===== src/rtl/cpu_ctrl_pkg.sv =====
// Shared opcodes, state encodings and control-vector layout for the Mini SRC control unit.
package cpu_ctrl_pkg;

    localparam int unsigned OPCODE_WIDTH    = 5;
    localparam int unsigned CLR_STATE_WIDTH = 6;

    localparam logic [OPCODE_WIDTH-1:0] ADD_OP = 5'b00011;

    // Mini SRC opcode map, ir[31:27]
    localparam logic [OPCODE_WIDTH-1:0]
        OP_LD   = 5'd0,  OP_LDI  = 5'd1,  OP_ST   = 5'd2,  OP_ADD  = 5'd3,
        OP_SUB  = 5'd4,  OP_AND  = 5'd5,  OP_OR   = 5'd6,  OP_SHR  = 5'd7,
        OP_SHRA = 5'd8,  OP_SHL  = 5'd9,  OP_ROR  = 5'd10, OP_ROL  = 5'd11,
        OP_ADDI = 5'd12, OP_ANDI = 5'd13, OP_ORI  = 5'd14, OP_MUL  = 5'd15,
        OP_DIV  = 5'd16, OP_NEG  = 5'd17, OP_NOT  = 5'd18, OP_BR   = 5'd19,
        OP_JR   = 5'd20, OP_JAL  = 5'd21, OP_IN   = 5'd22, OP_OUT  = 5'd23,
        OP_MFHI = 5'd24, OP_MFLO = 5'd25, OP_NOP  = 5'd26, OP_HALT = 5'd27;

    typedef enum logic [CLR_STATE_WIDTH-1:0] {
        S_RESET, S_FETCH0, S_FETCH1, S_FETCH2, S_HALT,
        S_ALU_T3, S_ALU_T4, S_ALU_T5,
        S_IMM_T3, S_IMM_T4, S_IMM_T5,
        S_LDST_T3, S_LDST_T4, S_LDI_T5,
        S_LD_T5, S_LD_T6, S_LD_T7,
        S_ST_T5, S_ST_T6, S_ST_T7,
        S_MUL_T3, S_MUL_T4, S_MUL_T5, S_MUL_T6,
        S_NEG_T3, S_NEG_T4,
        S_BR_T3, S_BR_T4, S_BR_T5, S_BR_T6,
        S_JR_T3, S_JAL_T3, S_JAL_T4,
        S_IN_T3, S_OUT_T3, S_MFHI_T3, S_MFLO_T3
    } state_e;

    typedef struct packed {
        logic                    run;
        logic                    pc_out;
        logic                    zhigh_out;
        logic                    zlow_out;
        logic                    hi_out;
        logic                    lo_out;
        logic                    in_port_out;
        logic                    c_out;
        logic                    mdr_out;
        logic                    mdr_enable;
        logic                    mar_enable;
        logic                    z_enable;
        logic                    y_enable;
        logic                    pc_enable;
        logic                    lo_enable;
        logic                    hi_enable;
        logic                    ir_enable;
        logic                    con_enable;
        logic                    inc_pc;
        logic                    read;
        logic                    ram_write_enable;
        logic                    out_port_enable;
        logic                    gra;
        logic                    grb;
        logic                    grc;
        logic                    r_in;
        logic                    r_out;
        logic                    ba_out;
        logic [OPCODE_WIDTH-1:0] opcode;
    } ctrl_t;

endpackage


===== src/rtl/ctrl_output_decode.sv =====
// Moore output decode: maps the current micro-step (plus IR opcode and CON FF) to the datapath control vector.
module ctrl_output_decode
    import cpu_ctrl_pkg::*;
(
    input  state_e                  state_i,
    input  logic [OPCODE_WIDTH-1:0] ir_op_i,
    input  logic                    con_ff_i,
    output ctrl_t                   ctrl_o
);

    always_comb begin
        ctrl_o        = '0;
        ctrl_o.run    = 1'b1;
        ctrl_o.opcode = ir_op_i;
        case (state_i)
            S_RESET, S_HALT: begin
                ctrl_o.run    = 1'b0;
                ctrl_o.opcode = '0;
            end
            S_FETCH0: begin
                ctrl_o.pc_out     = 1'b1;
                ctrl_o.mar_enable = 1'b1;
                ctrl_o.inc_pc     = 1'b1;
            end
            S_FETCH1, S_LD_T6: begin
                ctrl_o.read       = 1'b1;
                ctrl_o.mdr_enable = 1'b1;
            end
            S_FETCH2: begin
                ctrl_o.mdr_out   = 1'b1;
                ctrl_o.ir_enable = 1'b1;
            end
            S_ALU_T3, S_IMM_T3: begin
                ctrl_o.grb      = 1'b1;
                ctrl_o.r_out    = 1'b1;
                ctrl_o.y_enable = 1'b1;
            end
            S_ALU_T4: begin
                ctrl_o.grc      = 1'b1;
                ctrl_o.r_out    = 1'b1;
                ctrl_o.z_enable = 1'b1;
            end
            S_IMM_T4: begin
                ctrl_o.c_out    = 1'b1;
                ctrl_o.z_enable = 1'b1;
            end
            S_ALU_T5, S_IMM_T5, S_LDI_T5, S_NEG_T4: begin
                ctrl_o.zlow_out = 1'b1;
                ctrl_o.gra      = 1'b1;
                ctrl_o.r_in     = 1'b1;
            end
            S_LDST_T3: begin
                ctrl_o.grb      = 1'b1;
                ctrl_o.ba_out   = 1'b1;
                ctrl_o.y_enable = 1'b1;
            end
            // Effective address and branch target both use the ALU adder
            S_LDST_T4, S_BR_T5: begin
                ctrl_o.c_out    = 1'b1;
                ctrl_o.opcode   = ADD_OP;
                ctrl_o.z_enable = 1'b1;
            end
            S_LD_T5, S_ST_T5: begin
                ctrl_o.zlow_out   = 1'b1;
                ctrl_o.mar_enable = 1'b1;
            end
            S_LD_T7: begin
                ctrl_o.mdr_out = 1'b1;
                ctrl_o.gra     = 1'b1;
                ctrl_o.r_in    = 1'b1;
            end
            S_ST_T6: begin
                ctrl_o.gra        = 1'b1;
                ctrl_o.r_out      = 1'b1;
                ctrl_o.mdr_enable = 1'b1;
            end
            S_ST_T7: ctrl_o.ram_write_enable = 1'b1;
            S_MUL_T3: begin
                ctrl_o.gra      = 1'b1;
                ctrl_o.r_out    = 1'b1;
                ctrl_o.y_enable = 1'b1;
            end
            S_MUL_T4, S_NEG_T3: begin
                ctrl_o.grb      = 1'b1;
                ctrl_o.r_out    = 1'b1;
                ctrl_o.z_enable = 1'b1;
            end
            S_MUL_T5: begin
                ctrl_o.zlow_out  = 1'b1;
                ctrl_o.lo_enable = 1'b1;
            end
            S_MUL_T6: begin
                ctrl_o.zhigh_out = 1'b1;
                ctrl_o.hi_enable = 1'b1;
            end
            S_BR_T3: begin
                ctrl_o.gra        = 1'b1;
                ctrl_o.r_out      = 1'b1;
                ctrl_o.con_enable = 1'b1;
            end
            S_BR_T4: begin
                ctrl_o.pc_out   = 1'b1;
                ctrl_o.y_enable = 1'b1;
            end
            S_BR_T6: begin
                ctrl_o.zlow_out  = 1'b1;
                ctrl_o.pc_enable = con_ff_i;
            end
            S_JR_T3, S_JAL_T4: begin
                ctrl_o.gra       = 1'b1;
                ctrl_o.r_out     = 1'b1;
                ctrl_o.pc_enable = 1'b1;
            end
            S_JAL_T3: begin
                ctrl_o.pc_out = 1'b1;
                ctrl_o.grb    = 1'b1;
                ctrl_o.r_in   = 1'b1;
            end
            S_IN_T3: begin
                ctrl_o.in_port_out = 1'b1;
                ctrl_o.gra         = 1'b1;
                ctrl_o.r_in        = 1'b1;
            end
            S_OUT_T3: begin
                ctrl_o.gra             = 1'b1;
                ctrl_o.r_out           = 1'b1;
                ctrl_o.out_port_enable = 1'b1;
            end
            S_MFHI_T3: begin
                ctrl_o.hi_out = 1'b1;
                ctrl_o.gra    = 1'b1;
                ctrl_o.r_in   = 1'b1;
            end
            S_MFLO_T3: begin
                ctrl_o.lo_out = 1'b1;
                ctrl_o.gra    = 1'b1;
                ctrl_o.r_in   = 1'b1;
            end
            default: begin
                ctrl_o.run    = 1'b0;
                ctrl_o.opcode = '0;
            end
        endcase
    end

endmodule


===== src/rtl/control_unit.sv =====
// Mini SRC control sequencer: state register and next-state logic; outputs decoded in ctrl_output_decode.
module control_unit
    import cpu_ctrl_pkg::*;
(
    input  logic                    clk,
    input  logic                    clr,
    input  logic [31:0]             ir,
    input  logic                    con_ff,
    input  logic                    stop,
    output logic                    run,
    output logic                    PC_out,
    output logic                    ZHigh_out,
    output logic                    ZLow_out,
    output logic                    HI_out,
    output logic                    LO_out,
    output logic                    In_port_out,
    output logic                    C_out,
    output logic                    MDR_out,
    output logic                    MDR_enable,
    output logic                    MAR_enable,
    output logic                    Z_enable,
    output logic                    Y_enable,
    output logic                    PC_enable,
    output logic                    LO_enable,
    output logic                    HI_enable,
    output logic                    IR_enable,
    output logic                    CON_enable,
    output logic                    IncPC,
    output logic                    Read,
    output logic                    RAM_write_enable,
    output logic                    out_port_enable,
    output logic                    Gra,
    output logic                    Grb,
    output logic                    Grc,
    output logic                    R_in,
    output logic                    R_out,
    output logic                    BA_out,
    output logic [OPCODE_WIDTH-1:0] opcode
);

    state_e                  state_q, state_d;
    logic                    to_fetch;
    logic [OPCODE_WIDTH-1:0] ir_op;
    logic                    unused_ir_bits;
    ctrl_t                   ctrl;

    assign ir_op          = ir[31:27];
    assign unused_ir_bits = ^ir[26:0];

    always_ff @(posedge clk or posedge clr) begin
        if (clr) state_q <= S_RESET;
        else     state_q <= state_d;
    end

    always_comb begin
        state_d  = state_q;
        to_fetch = 1'b0;
        case (state_q)
            S_RESET:   to_fetch = 1'b1;
            S_FETCH0:  state_d = S_FETCH1;
            S_FETCH1:  state_d = S_FETCH2;
            S_FETCH2: begin
                case (ir_op)
                    OP_LD, OP_LDI, OP_ST:                 state_d = S_LDST_T3;
                    OP_ADD, OP_SUB, OP_AND, OP_OR, OP_SHR,
                    OP_SHRA, OP_SHL, OP_ROR, OP_ROL:      state_d = S_ALU_T3;
                    OP_ADDI, OP_ANDI, OP_ORI:             state_d = S_IMM_T3;
                    OP_MUL, OP_DIV:                       state_d = S_MUL_T3;
                    OP_NEG, OP_NOT:                       state_d = S_NEG_T3;
                    OP_BR:                                state_d = S_BR_T3;
                    OP_JR:                                state_d = S_JR_T3;
                    OP_JAL:                               state_d = S_JAL_T3;
                    OP_IN:                                state_d = S_IN_T3;
                    OP_OUT:                               state_d = S_OUT_T3;
                    OP_MFHI:                              state_d = S_MFHI_T3;
                    OP_MFLO:                              state_d = S_MFLO_T3;
                    OP_HALT:                              state_d = S_HALT;
                    default:                              to_fetch = 1'b1;
                endcase
            end
            S_ALU_T3:  state_d = S_ALU_T4;
            S_ALU_T4:  state_d = S_ALU_T5;
            S_IMM_T3:  state_d = S_IMM_T4;
            S_IMM_T4:  state_d = S_IMM_T5;
            S_LDST_T3: state_d = S_LDST_T4;
            S_LDST_T4: begin
                if (ir_op == OP_LDI)     state_d = S_LDI_T5;
                else if (ir_op == OP_LD) state_d = S_LD_T5;
                else                     state_d = S_ST_T5;
            end
            S_LD_T5:   state_d = S_LD_T6;
            S_LD_T6:   state_d = S_LD_T7;
            S_ST_T5:   state_d = S_ST_T6;
            S_ST_T6:   state_d = S_ST_T7;
            S_MUL_T3:  state_d = S_MUL_T4;
            S_MUL_T4:  state_d = S_MUL_T5;
            S_MUL_T5:  state_d = S_MUL_T6;
            S_NEG_T3:  state_d = S_NEG_T4;
            S_BR_T3:   state_d = S_BR_T4;
            S_BR_T4:   state_d = S_BR_T5;
            S_BR_T5:   state_d = S_BR_T6;
            S_JAL_T3:  state_d = S_JAL_T4;
            S_HALT:    state_d = S_HALT;
            S_ALU_T5, S_IMM_T5, S_LDI_T5, S_LD_T7, S_ST_T7, S_MUL_T6,
            S_NEG_T4, S_BR_T6, S_JR_T3, S_JAL_T4, S_IN_T3, S_OUT_T3,
            S_MFHI_T3, S_MFLO_T3: to_fetch = 1'b1;
            default:   state_d = S_RESET;
        endcase
        // stop only takes effect at an instruction boundary
        if (to_fetch) state_d = stop ? S_HALT : S_FETCH0;
    end

    ctrl_output_decode u_decode (
        .state_i  (state_q),
        .ir_op_i  (ir_op),
        .con_ff_i (con_ff),
        .ctrl_o   (ctrl)
    );

    assign run              = ctrl.run;
    assign PC_out           = ctrl.pc_out;
    assign ZHigh_out        = ctrl.zhigh_out;
    assign ZLow_out         = ctrl.zlow_out;
    assign HI_out           = ctrl.hi_out;
    assign LO_out           = ctrl.lo_out;
    assign In_port_out      = ctrl.in_port_out;
    assign C_out            = ctrl.c_out;
    assign MDR_out          = ctrl.mdr_out;
    assign MDR_enable       = ctrl.mdr_enable;
    assign MAR_enable       = ctrl.mar_enable;
    assign Z_enable         = ctrl.z_enable;
    assign Y_enable         = ctrl.y_enable;
    assign PC_enable        = ctrl.pc_enable;
    assign LO_enable        = ctrl.lo_enable;
    assign HI_enable        = ctrl.hi_enable;
    assign IR_enable        = ctrl.ir_enable;
    assign CON_enable       = ctrl.con_enable;
    assign IncPC            = ctrl.inc_pc;
    assign Read             = ctrl.read;
    assign RAM_write_enable = ctrl.ram_write_enable;
    assign out_port_enable  = ctrl.out_port_enable;
    assign Gra              = ctrl.gra;
    assign Grb              = ctrl.grb;
    assign Grc              = ctrl.grc;
    assign R_in             = ctrl.r_in;
    assign R_out            = ctrl.r_out;
    assign BA_out           = ctrl.ba_out;
    assign opcode           = ctrl.opcode;

endmodule


===== config.mk =====
export PLATFORM = sky130hd
export DESIGN_NAME = control_unit
export DESIGN_NICKNAME = d
export VERILOG_FILES = /design/src/rtl/cpu_ctrl_pkg.sv /design/src/rtl/ctrl_output_decode.sv /design/src/rtl/control_unit.sv
export SDC_FILE = /design/constraint.sdc
export NUM_CORES = 1
export LEC_CHECK = 0
export ABC_AREA = 1
export BUFFER_PORTS_ARGS = -buffer_cell sky130_fd_sc_hd__buf_2
export CAP_MARGIN = 20
export CORE_MARGIN = 2
export CORE_UTILIZATION = 45
export CTS_CLUSTER_DIAMETER = 30
export CTS_CLUSTER_SIZE = 20
export DETAILED_ROUTE_END_ITERATION = 16
export PLACE_DENSITY_LB_ADDON = 0.05
export SLEW_MARGIN = 20
export SYNTH_ARGS = -nofsm -noshare
export SYNTH_HDL_FRONTEND = slang
export SYNTH_SLANG_ARGS = --single-unit
export TNS_END_PERCENT = 100

===== constraint.sdc =====
create_clock -name clk -period 1.9 [get_ports clk]
set_input_delay 0.19 -clock clk [delete_from_list [all_inputs] [get_ports clk]]
set_output_delay 0.19 -clock clk [all_outputs]
set_load 0.005 [all_outputs]

==> results of run 1 <==
-- per-layer routing --
metal / global-route usage [%] / wire length (um) / vias up
li1: - / - / 1148
met1: 42.89 / 2393 / 1052
met2: 51.22 / 2976 / 164
met3: 3.992 / 574 / 36
met4: 8.696 / 245 / 0
met5: 0 / 0 / -
-- synthesized netlist by cell type, types with 4 or more instances --
library cell / n / area, um2
nand2_1: 88 / 330.3
nor2_1: 48 / 180.2
inv_1: 44 / 165.2
nand3_1: 44 / 220.2
nand4_1: 15 / 93.84
nor2_2: 9 / 56.30
dfrtp_1: 6 / 150.1
nor3_1: 6 / 30.03
a21oi_1: 5 / 25.02
inv_2: 4 / 15.01
nand3_2: 4 / 40.04
-- how the worst max path moves through the flow --
stage	slack (ns)	end
floorplan	0.31	opcode[1]
global placement	0.03	opcode[1]
detailed placement	0.01	opcode[0]
CTS	-0.08	opcode[3]
global route	-0.27	opcode[0]
finish	-0.18	run
-- cell type report --
| cell class | count | share of cell area, % |
|---|---|---|
| clock buffer | 3 | 0.9317 |
| inverter | 48 | 7.557 |
| multi-input combinational | 236 | 54.19 |
| sequential | 6 | 6.470 |
| tap | 44 | 2.277 |
| timing repair buffer | 99 | 28.57 |
-- where the power goes --
group	internal (mW)	switching, mW	leakage (nW)	total, mW
clock network	0.0713	0.0435	0.0138	0.115
logic	0.944	1.23	1.46	2.18
registers	0.177	0.0829	0.0720	0.260
-- metrics by stage --
stage          setup slack [ns]  util, %  area [um2]
2_1_floorplan            0.3138        -        1464
3_3_place_gp            0.03339    65.04        2002
3_5_place_dp            0.01417    65.04        2002
4_1_cts                -0.07896    72.24        2223
5_1_grt                 -0.2715    78.54        2417
6_report                -0.1826    78.54        2417
-- kinds of logic (layout without fill, tap and decap cells) --
kind of cell	Yosys count	in the layout	share of synthesized area (%)
buffers and inverters	53	150	15.04
AOI/OAI and AO/OA	15	15	5.983
and+or+nand+nor	220	221	68.72
DFF	6	6	10.26
-- worst max-delay path, stage by stage, from the launching register on --
cell     delay, ns
dfrtp_1       0.41
inv_2         0.10
nor2_4        0.29
nand2_2       0.12
a21oi_2       0.19
nor2_2        0.08
nand2_2       0.10
nor2_4        0.06
buf_4         0.12
nand4_1       0.07
buf_2         0.11
-- what timing repair did --
item | in CTS | in global routing
gates cloned | 1 | 0
endpoints found under the hold margin | 6 | 0
buffers inserted | 11 | 8
hold buffers | 1 | 0
pin swaps | 11 | 12
resized for setup | 29 | 42
setup endpoints to repair | 9 | 13
==> metrics.txt, run 1 <==
core area=3078 um2; setup TNS=-1.617 ns; GRT Util Overall=31.17%; R2R Path Start=state_q[1]$_DFFE_PP0P_; routability cong.=0.9081; CP startpoint=state_q[1]$_DFFE_PP0P_; nets=430; antenna diode count=0; flip-flop count of the largest register after layout=6; Largest Register=state_q; largest net degree at the start of global routing=17; Via-to-Cell Ratio=5.505; PD cells=1056 nW/um2; Initial Util=47.56%; chip width=61.04 um; first-pass GRT wire length=8769 um; clk buf depth=2; CP arrival=1.89 ns; cell count of the worst reg-to-reg path=14; unrepaired setup endpoints after global routing=true; synthesized flop and latch total=6; htree depth=1; post-route clock period utilization=109.6%; Required @ worst endpoint=1.71 ns; commonest non-fill, non-tap cell in the layout=nand2_1; final slew viol count=0; Leak=1.549 nW; Worst Skew=0.004137 ns; fillers=265; Root Buffer=clkbuf_4; I/O Buffers=41; Post-synth EDFFs=0; drt drc=0; Reg-to-Reg End=state_q[1]$_DFFE_PP0P_; Worst-Skew Late Latency=0.24 ns; FF+latch area=156.4 um2; library cells used by synthesis=23; biggest regs=state_q (6); Antenna Nets Post-Route=0; Slew HR=73.72%; die area=3725 um2; area growth from synthesis to layout=65.13%; fraction of layout cells with a size suffix above 1=44.13%; IO Pins=69; hold path cells=3; area taken by multi-input logic gates=1310 um2; CP startpoint kind=flip-flop; DP HPWL=4120 um; Mean Syn Cell Area=4.979 um2; Rows=20; Syn Std Cell Area=1464 um2; min cycle time layout=2.083 ns; CTS tree=built; highest-count cells in the layout ignoring fill and taps=nand2_1, buf_4, nor2_1; Final Non-Filler Cells=436; power consumption=2.552 mW; drt wl/cell=14.19 um; max-cap viol count=0; Num CTS Buffers=3; Peak Freq=480.2 MHz; Crit Path Class=flip-flop to primary output; final hold violations=0; # setup viols final=11; sequential fraction of the synthesis area=10.26%; Synth Net Count=330; initial antenna violation count=0; Cells after DPL=413; drt total wl=6189 um; failing checks=setup timing; HP Class=primary input to flip-flop; DRT iter0 DRCs=317; PnR worst setup slack=-0.1826 ns; Clock transition at path regs=0.04 ns; Worst Max-Slew Pin Slew=0.3901 ns; Syn Inst Count=294; Hold EP=state_q[2]$_DFFE_PP0P_; Worst VDD drop=0.5876 mV; Die Y=61.04 um; Primary FF master, synth=dfrtp_1; Sink Count=6; crit-path max FO=10; drt first pass iters=5; Hold Crit Start=stop; Worst Hold Slack=0.1701 ns; Register-to-Register Setup Slack=-0.05 ns; DR vias=2400; asr flop ratio synth=100.0%; total grt overflow=0; warnings from Yosys=0; vias in the first global route=2018; Critical Path Sink Type=primary output; outcome=finished with violations
(Power assumes the default switching activity.)
==> run 2, diff against run 1 <==
- CTS_CLUSTER_SIZE: 20 -> unset
- PLACE_DENSITY: unset -> 0.78
- PLACE_DENSITY_LB_ADDON: 0.05 -> unset
==> metrics.txt, run 2 (synthesis gave the netlist of run 1 again) <==
Hold EP=state_q[2]$_DFFE_PP0P_; part of the power in registers=10.1% (about the same); Initial Util=47.56% (unchanged); Logic pwr share=85.7% (+0.4 points); vias in the first global route=1989 (-1.4%); IO Pins=69 (unchanged); commonest non-fill, non-tap cell in the layout=nand2_1; largest net degree at the start of global routing=13 (-4); antenna diode count=0 (unchanged); Die Y=61.04 um (unchanged); first-pass GRT wire length=8652 um (-1.3%); Root Buffer=clkbuf_4; DR vias=2362 (-1.6%); hold path cells=3 (unchanged); CP startpoint kind=flip-flop; Antenna Nets Post-Route=0 (unchanged); Peak Freq=489.3 MHz (+1.9%); Leak=1.502 nW (-3.0%); fraction of layout cells with a size suffix above 1=43.38% (-0.76 points); Reg-to-Reg End=state_q[0]$_DFFE_PP0P_; DP HPWL=4172 um (+1.3%); PD cells=1094 nW/um2 (+3.7%); outcome=finished with violations; Pint=1.238 mW (+3.9%); drt first pass iters=6 (+1); routability cong.=0.9963 (+9.7%); flip-flop count of the largest register after layout=6 (unchanged); unrepaired setup endpoints after global routing=true; R2R Path Start=state_q[3]$_DFFE_PP0P_; min cycle time layout=2.044 ns (-0.03889 ns); Via-to-Cell Ratio=5.506 (about the same); area growth from synthesis to layout=64.44%; max-cap viol count=0 (unchanged); post-route clock period utilization=107.6% (-2.0 points); htree depth=1 (unchanged); DRT iter0 DRCs=138 (-56%); initial antenna violation count=0 (unchanged); sw power=1.396 mW (+2.7%); DP Worst Slack=0.06272 ns (+0.04856 ns); Required @ worst endpoint=1.71 ns (about the same); Cells after DPL=402 (-2.7%); highest-count cells in the layout ignoring fill and taps=nand2_1, nor2_1, buf_2, buf_4, inv_1; fillers=242 (-8.7%); CP startpoint=state_q[4]$_DFFE_PP0P_; Crit Path Class=flip-flop to primary output; Num CTS Buffers=3 (unchanged); Largest Register=state_q; PnR worst setup slack=-0.1437 ns (+0.03889 ns); drt total wl=6188 um (about the same); # setup viols final=7 (-4); clock network fraction of design power=4.2% (-0.3 points); Worst Skew=0.00009776 ns (-0.004040 ns); die area=3725 um2 (unchanged); Hold Crit Start=stop; Final Non-Filler Cells=429 (-1.6%); Worst-Skew Late Latency=0.23 ns (about the same); Rows=20 (unchanged); GRT Util Overall=30.72% (-0.45 points); drt wl/cell=14.42 um (+1.6%); total grt overflow=0 (unchanged); Worst VDD drop=0.7149 mV (+22%); drt drc=0 (unchanged); cell count of the worst reg-to-reg path=12 (-2); power consumption=2.635 mW (+3.2%); CP arrival=1.85 ns (-0.04 ns); chip width=61.04 um (unchanged); clk buf depth=2 (unchanged); failing checks=setup timing; CTS tree=built; final hold violations=0 (unchanged); Sink Count=6 (unchanged); biggest regs=state_q (6); Worst Max-Slew Pin Slew=0.3321 ns (-0.05799 ns); core area=3078 um2 (unchanged); final slew viol count=0 (unchanged); I/O Buffers=41 (unchanged); nets=423 (-1.6%); final core occ=78.21% (-0.33 points); Clock transition at path regs=0.04 ns (about the same); Critical Path Sink Type=primary output; crit-path max FO=6 (-4); Sw Share=53.00% (-0.29 points); HP Class=primary input to flip-flop; Register-to-Register Setup Slack=0.09 ns (+0.14 ns); Slew HR=77.62% (+3.9 points); Worst Hold Slack=0.1738 ns (+0.003710 ns)
-- run 2: stage by stage --
step           setup TNS [ns]  cell area (um2)
5_1_grt                -1.587             2407
3_3_place_gp                0             1894
3_5_place_dp                0             1894
2_1_floorplan               0             1464
4_1_cts               -0.4258             2230
6_report              -0.7489             2407
-- run 2: timing repair --
item / in CTS / in global routing
buffers inserted: 18 / 5
endpoints found under the setup margin: 9 / 15
gates resized for setup: 45 / 33
hold buffers: 1 / 0
hold endpoints to repair: 6 / 0
pin swaps: 20 / 15
-- run 2: power groups by stage --
stage | combinational (mW) | clock [mW] | sequential [mW]
floorplan | 0.952 | 0 | 0.222
global placement | 1.50 | 0 | 0.224
detailed placement | 1.51 | 0 | 0.228
CTS | 1.94 | 0.116 | 0.244
global route | 2.39 | 0.127 | 0.272
finish | 2.26 | 0.110 | 0.267
-- run 2: worst max-delay path by stage --
stage                 to  slack, ns  cells past startpoint
5_1_grt        opcode[1]      -0.26                     12
3_5_place_dp   opcode[0]       0.06                     11
4_1_cts        opcode[0]      -0.09                     12
3_3_place_gp   opcode[1]       0.07                     11
6_report             run      -0.14                     11
2_1_floorplan  opcode[1]       0.31                     11
-- run 2: worst max-delay path, stage by stage, from the launching register on --
cell and delay, ns:
dfrtp_2 0.44, inv_2 0.09, nor2_4 0.06, buf_4 0.15, nand3_2 0.07, nand2_2 0.06, nor2_4 0.11, nand2_2 0.09
nor2_4 0.14, buf_4 0.13, nand4_1 0.11, buf_2 0.15
-- run 2: per-layer routing --
| metal | wire [um] | part of all wire (%) | up-vias | GRT usage [%] |
|---|---|---|---|---|
| li1 | - | - | 1130 | - |
| met1 | 2424 | 39 | 1050 | 36.70 |
| met2 | 2988 | 48 | 153 | 57.14 |
| met3 | 539 | 8.7 | 29 | 3.151 |
| met4 | 235 | 3.8 | 0 | 9.627 |
| met5 | 0 | 0 | - | 0 |
-- run 2: cell type report --
cell class | instances | area [um2] | share of cell area (%)
flip-flops and latches | 6 | 157.7 | 6.549
clock buffers | 3 | 22.52 | 0.9356
multi-input cells | 235 | 1331 | 55.30
well taps | 44 | 55.05 | 2.287
repair buffers | 93 | 653.1 | 27.13
inverters | 48 | 187.7 | 7.796
